`config.mk`:
```
export PLATFORM = sky130hd
export DESIGN_NAME = lamp_card_target
export DESIGN_NICKNAME = d
export VERILOG_FILES = /design/src/rtl/lamp_card_target.sv
export SDC_FILE = /design/constraint.sdc
export NUM_CORES = 1
export LEC_CHECK = 0
export CORE_ASPECT_RATIO = 0.9
export CORE_MARGIN = 1
export CORE_UTILIZATION = 53
export CTS_CLUSTER_SIZE = 8
export DETAILED_ROUTE_END_ITERATION = 12
export GPL_TIMING_DRIVEN = 0
export PLACE_DENSITY = 0.85
export SLEW_MARGIN = 40
export SYNTH_ARGS = -nofsm -noshare
export SYNTH_HDL_FRONTEND = slang
export SYNTH_SLANG_ARGS = --single-unit
```
`constraint.sdc`:
```
create_clock -name clock -period 8.3 [get_ports clock]
set_input_delay 1.66 -clock clock [delete_from_list [all_inputs] [get_ports clock]]
set_output_delay 1.66 -clock clock [all_outputs]
set_load 0.02 [all_outputs]
```
`src/rtl/lamp_card_target.sv`:
```
// lamp_card_target: bus target with four lamp registers and four ADC read channels.
// The strobes, board select, address and test qualifier pass through a SYNC_STAGES-deep
// synchronizer. data_in is registered for one stage only.
// A READ, WRITE, FAULT state machine drives a registered data_out/data_oe.
// Optional feature: defining LAMP_CARD_TARGET_TESTADDR_EN makes a read entered with
// test_addr=1 return {BOARD_ID, addr, 1'b1}.
module lamp_card_target #(
    parameter logic [3:0]  BOARD_ID    = 4'h0,
    parameter int unsigned SYNC_STAGES = 2
) (
    input  logic        clock,
    input  logic        reset,
    input  logic [3:0]  board_x,
    input  logic [2:0]  addr,
    input  logic        rd_n,
    input  logic        wr_n,
    input  logic        test_addr,
    input  logic        lamp_reset_n,
    input  logic [7:0]  data_in,
    output logic [7:0]  data_out,
    output logic        data_oe,
    input  logic [31:0] adc_in,
    output logic [31:0] lamp_out,
    output logic [7:0]  access_count,
    output logic        fault
);

    typedef enum logic [1:0] {
        ST_IDLE  = 2'd0,
        ST_READ  = 2'd1,
        ST_WRITE = 2'd2,
        ST_FAULT = 2'd3
    } state_t;

    // Synchronizer bundle layout:
    // [10] lamp_reset_n, [9] rd_n, [8] wr_n, [7] test_addr, [6:4] addr, [3:0] board_x.
    // The active-low controls reset to their inactive level.
    localparam logic [10:0] SYNC_RST = {1'b1, 1'b1, 1'b1, 1'b0, 3'b000, 4'h0};

    logic [10:0] sync_q [SYNC_STAGES];
    logic [10:0] sync_d [SYNC_STAGES];
    logic [10:0] sync_out;

    logic [7:0]  din_q, din_d;
    state_t      state_q, state_d;
    logic [2:0]  addr_q, addr_d;
    logic [7:0]  wdata_q, wdata_d;
    logic [7:0]  lamp_q [4];
    logic [7:0]  lamp_d [4];
    logic [7:0]  data_out_q, data_out_d;
    logic        data_oe_q, data_oe_d;
    logic [7:0]  count_q, count_d;
    logic        fault_q, fault_d;

    logic [7:0]  adc_ch [4];
    logic        lrst_s, rd_s, wr_s, tst_s;
    logic [2:0]  addr_s;
    logic [3:0]  board_s;
    logic        selected;
    logic [7:0]  rd_val;

    // Synchronizer shift: stage 0 samples the pins, each later stage copies the previous one.
    always_comb begin
        for (int unsigned i = 0; i < SYNC_STAGES; i++) begin
            if (i == 0) begin
                sync_d[i] = {lamp_reset_n, rd_n, wr_n, test_addr, addr, board_x};
            end else begin
                sync_d[i] = sync_q[i-1];
            end
        end
    end

    assign sync_out = sync_q[SYNC_STAGES-1];
    assign lrst_s   = sync_out[10];
    assign rd_s     = sync_out[9];
    assign wr_s     = sync_out[8];
    assign tst_s    = sync_out[7];
    assign addr_s   = sync_out[6:4];
    assign board_s  = sync_out[3:0];
    assign selected = (board_s == BOARD_ID);
    assign din_d    = data_in;

    // Split the ADC bus into its four 8-bit channels.
    always_comb begin
        for (int unsigned i = 0; i < 4; i++) begin
            adc_ch[i] = adc_in[8*i +: 8];
        end
    end

`ifdef LAMP_CARD_TARGET_TESTADDR_EN
    // Value captured on read entry. A test-address read returns the identity pattern instead.
    always_comb begin
        if (tst_s) begin
            rd_val = {BOARD_ID, addr_s, 1'b1};
        end else if (addr_s[2]) begin
            rd_val = adc_ch[addr_s[1:0]];
        end else begin
            rd_val = lamp_q[addr_s[1:0]];
        end
    end
`else
    logic unused_test_addr;
    assign unused_test_addr = tst_s;

    // Value captured on read entry: a lamp register for addr 0..3, an ADC snapshot for 4..7.
    always_comb begin
        if (addr_s[2]) begin
            rd_val = adc_ch[addr_s[1:0]];
        end else begin
            rd_val = lamp_q[addr_s[1:0]];
        end
    end
`endif

    // Next-state and next-output logic for the access state machine.
    always_comb begin
        state_d    = state_q;
        addr_d     = addr_q;
        wdata_d    = wdata_q;
        data_out_d = data_out_q;
        data_oe_d  = data_oe_q;
        count_d    = count_q;
        fault_d    = fault_q;
        for (int unsigned i = 0; i < 4; i++) begin
            lamp_d[i] = lamp_q[i];
        end

        if (!lrst_s) begin
            // Card reset: abandon any access without committing it, and keep the counter and fault flag.
            state_d   = ST_IDLE;
            data_oe_d = 1'b0;
            for (int unsigned i = 0; i < 4; i++) begin
                lamp_d[i] = '0;
            end
        end else begin
            case (state_q)
                ST_IDLE: begin
                    if (selected) begin
                        if (!rd_s && !wr_s) begin
                            state_d = ST_FAULT;
                            fault_d = 1'b1;
                        end else if (!rd_s) begin
                            state_d    = ST_READ;
                            addr_d     = addr_s;
                            data_out_d = rd_val;
                            data_oe_d  = 1'b1;
                        end else if (!wr_s) begin
                            state_d = ST_WRITE;
                            addr_d  = addr_s;
                            wdata_d = din_q;
                        end
                    end
                end
                ST_READ: begin
                    if (!wr_s) begin
                        state_d   = ST_FAULT;
                        data_oe_d = 1'b0;
                        fault_d   = 1'b1;
                    end else if (rd_s) begin
                        state_d   = ST_IDLE;
                        data_oe_d = 1'b0;
                        count_d   = count_q + 8'd1;
                    end
                end
                ST_WRITE: begin
                    if (!rd_s) begin
                        state_d = ST_FAULT;
                        fault_d = 1'b1;
                    end else if (wr_s) begin
                        state_d = ST_IDLE;
                        count_d = count_q + 8'd1;
                        if (!addr_q[2]) begin
                            lamp_d[addr_q[1:0]] = wdata_q;
                        end
                    end else begin
                        wdata_d = din_q;
                    end
                end
                ST_FAULT: begin
                    data_oe_d = 1'b0;
                    if (rd_s && wr_s) begin
                        state_d = ST_IDLE;
                    end
                end
                default: begin
                    state_d   = ST_IDLE;
                    data_oe_d = 1'b0;
                end
            endcase
        end
    end

    // State, synchronizer and output registers, cleared asynchronously by reset.
    always_ff @(posedge clock or posedge reset) begin
        if (reset) begin
            for (int unsigned i = 0; i < SYNC_STAGES; i++) begin
                sync_q[i] <= SYNC_RST;
            end
            for (int unsigned i = 0; i < 4; i++) begin
                lamp_q[i] <= '0;
            end
            din_q      <= '0;
            state_q    <= ST_IDLE;
            addr_q     <= '0;
            wdata_q    <= '0;
            data_out_q <= '0;
            data_oe_q  <= 1'b0;
            count_q    <= '0;
            fault_q    <= 1'b0;
        end else begin
            for (int unsigned i = 0; i < SYNC_STAGES; i++) begin
                sync_q[i] <= sync_d[i];
            end
            for (int unsigned i = 0; i < 4; i++) begin
                lamp_q[i] <= lamp_d[i];
            end
            din_q      <= din_d;
            state_q    <= state_d;
            addr_q     <= addr_d;
            wdata_q    <= wdata_d;
            data_out_q <= data_out_d;
            data_oe_q  <= data_oe_d;
            count_q    <= count_d;
            fault_q    <= fault_d;
        end
    end

    assign data_out     = data_out_q;
    assign data_oe      = data_oe_q;
    assign access_count = count_q;
    assign fault        = fault_q;
    assign lamp_out     = {lamp_q[3], lamp_q[2], lamp_q[1], lamp_q[0]};

endmodule

```
==> run metrics <==
worst setup path endpoint=access_count[2]; initial antenna violation count=0; Ant. Diodes=0; total power=1.23 mW; largest net degree at the start of global routing=51; clock root buffer=clkbuf_8; DRT Pass-1 Iters=4; Seq/Total Area, Yosys=0.554; Worst path max stage delay=0.64 ns; Initial Util=0.547; Net Count, Synth=387; grt ovf=0; Reg2Reg Depth=7; Post-synth EDFFs=0; Worst path depth=1; CP Capture Type=primary output; commonest cells after routing, fill and taps aside=clkdlybuf4s50_1 (101), dfrtp_1 (85), nand2_1 (34); final period utilization=0.372; Reg clk slew, reported paths=0.09 ns; Crit Path Class=register to primary output; fillers=498; register cell area after layout=0.00228 sq mm; WP data arrival=1.43 ns; area of the core=0.00754 sq mm; CP startpoint kind=register; Int Power=0.856 mW; drt drc=0; first-pass GRT wire length=14,900 um; Critical Path Start=access_count[2]; Tmin final=3.09 ns; Final #Nets=500; IO Pins=103; cell area power density=222 mW/mm^2; TritonCTS Buffers=9; Max Fclk=324 MHz; part of the power in registers=0.462; clock sink count=91; Hold-fix buffers, CTS=0; Pins Over Slew Limit=0; CP Buf/Inv Count=1; R2R Path End=wdata_q[7]; setup TNS=0 ns; Max-Cap Viols=0; maximum vdd drop=215 uV; worst slack at placement=5.35 ns; WP data required=6.64 ns; Clock Path Buffers=2; clock power share=0.296; post-synthesis register bit count=91; # setup viols final=0; run status=finished clean; measured slew at the worst slew-check pin=0.744 ns; Max-slew headroom=0.501; worst min-delay path class=register to register; Post-CTS Setup Inserts=0; Post-synth ARST share=1.00; footprint of the multi-input gates=0.00174 sq mm; vias in the first global route=2,969; Cells after Synth=321; H-tree levels=3; Die H=85.7 um; most common cell after layout, fill and taps aside=clkdlybuf4s50_1; Ys Warns=0; port buffer count=101; wire length per cell=17.3 um; Worst Min Path Start=sync_d[10]; crit path max fanout=5; sw frac=0.304; Largest delay share family, worst path=buffers and inverters; ys flop type=dfrtp_1; Iter 0 DRT Violations=183; unrepaired setup endpoints after global routing=no; detailed-route via count=2,961; Routed WL=9270 um; Unique masters post-synth=38; final hold vios=0; worst r2r src=sync_out[8]; Slowest-stage cell, CP=clkdlybuf4s50_1; Layout area overhead=34.2%; leakage=2.37 nW; Reg2Reg Setup Slack=5.94 ns; Logic pwr share=0.242; Mean Syn Cell Area=12.9 sq um; NetSw=0.374 mW; CP cell instances=clkdlybuf4s50_1; TritonCTS clock tree=built; latest clock arrival within the worst-skew pair=0.36 ns; chip width=95.0 um; share of post-route cells with drive strength above 1=0.144; skew final=0.0120 ns; DR vias/cell=5.53; GR Util All Layers=0.245; Die Area=0.00815 sq mm; CTS resizes=0; hpwl dp=6820 um; Routed Antenna Nets=0; Worst Slack Setup Final=5.21 ns; Syn Std Cell Area=0.00413 sq mm; Placer Congestion=0.867; Cell Rows=30
## stage by stage
step,utilization,cell area (sq um),hold slack (ns),instances
after global routing,0.734,5540,0.356,535
after detailed placement,0.701,5290,0.335,519
after global placement,0.697,5260,0.333,518
after floorplan,-,4130,0.331,321
after CTS,0.734,5540,0.356,535
final,0.734,5540,0.346,535
## layer usage
metal / GRT usage / share of wire / wire [um] / vias up
li1: - / - / - / 1369
met1: 0.334 / 0.45 / 4160 / 1471
met2: 0.393 / 0.47 / 4350 / 108
met3: 0.0550 / 0.070 / 652 / 13
met4: 0.0799 / 0.012 / 114 / 0
met5: 0 / 0 / 0 / -
## cells in the mapped netlist, types with 2 or more instances
cell / number / area (sq um)
nor2_1: 6 / 22.5
clkbuf_1: 8 / 30.0
a21boi_0: 16 / 120
nor3_1: 2 / 10.0
mux2i_1: 27 / 270
inv_1: 9 / 33.8
and3_1: 2 / 12.5
xor2_1: 5 / 43.8
dfstp_2: 6 / 158
mux4_2: 16 / 360
nor4_4: 2 / 42.5
xnor2_1: 2 / 17.5
nand2_1: 34 / 128
mux2_2: 12 / 135
buf_2: 8 / 40.0
nor4_1: 3 / 18.8
o21ai_0: 26 / 130
nor2b_1: 19 / 119
nand3_1: 3 / 15.0
ha_1: 13 / 163
dfrtp_1: 85 / 2130
## power by group through the flow
stage          clock (mW)  sequential [mW]  combinational [mW]
3_5_place_dp            0            0.575               0.297
6_report            0.364            0.568               0.298
5_1_grt             0.388            0.577               0.327
2_1_floorplan           0            0.587               0.156
4_1_cts             0.368            0.567               0.300
3_3_place_gp            0            0.571               0.286
## layout make-up
cell class	count	share of cell area
Buffer	17	0.0133
Clock buffer	9	0.0224
Clock inverter	7	0.0221
Inverter	9	0.00700
Multi-Input combinational cell	204	0.313
Sequential cell	91	0.413
Tap cell	96	0.0217
Timing Repair Buffer	102	0.188
## flip-flops by register name, summed over array words and instances, names as in the netlist
register	count
lamp_out	32
wdata_q	8
sync_d	10
addr_q	3
fault	1
data_oe	1
din_q	8
state_q	2
sync_out	10
access_count	8
data_out	8
## kinds of logic (layout without fill, tap and decap cells)
family	Yosys count	after routing	share of synthesized area
flops	91	91	0.554
simple gates	76	76	0.0982
xor+xnor	7	7	0.0149
buf+inv	26	144	0.0261
compound gates	53	53	0.0825
fa+ha+maj	13	13	0.0394
mux	55	55	0.186
## how the worst min path moves through the flow
stage | endpoint | slack (ns) | cells past startpoint
after floorplan | sync_out[0] | 0.33 | 0
after global placement | sync_out[5] | 0.33 | 0
after detailed placement | sync_out[5] | 0.33 | 0
after CTS | sync_out[10] | 0.36 | 0
after global routing | sync_out[10] | 0.36 | 0
final | sync_out[10] | 0.35 | 0
(Power assumes the default switching activity.)
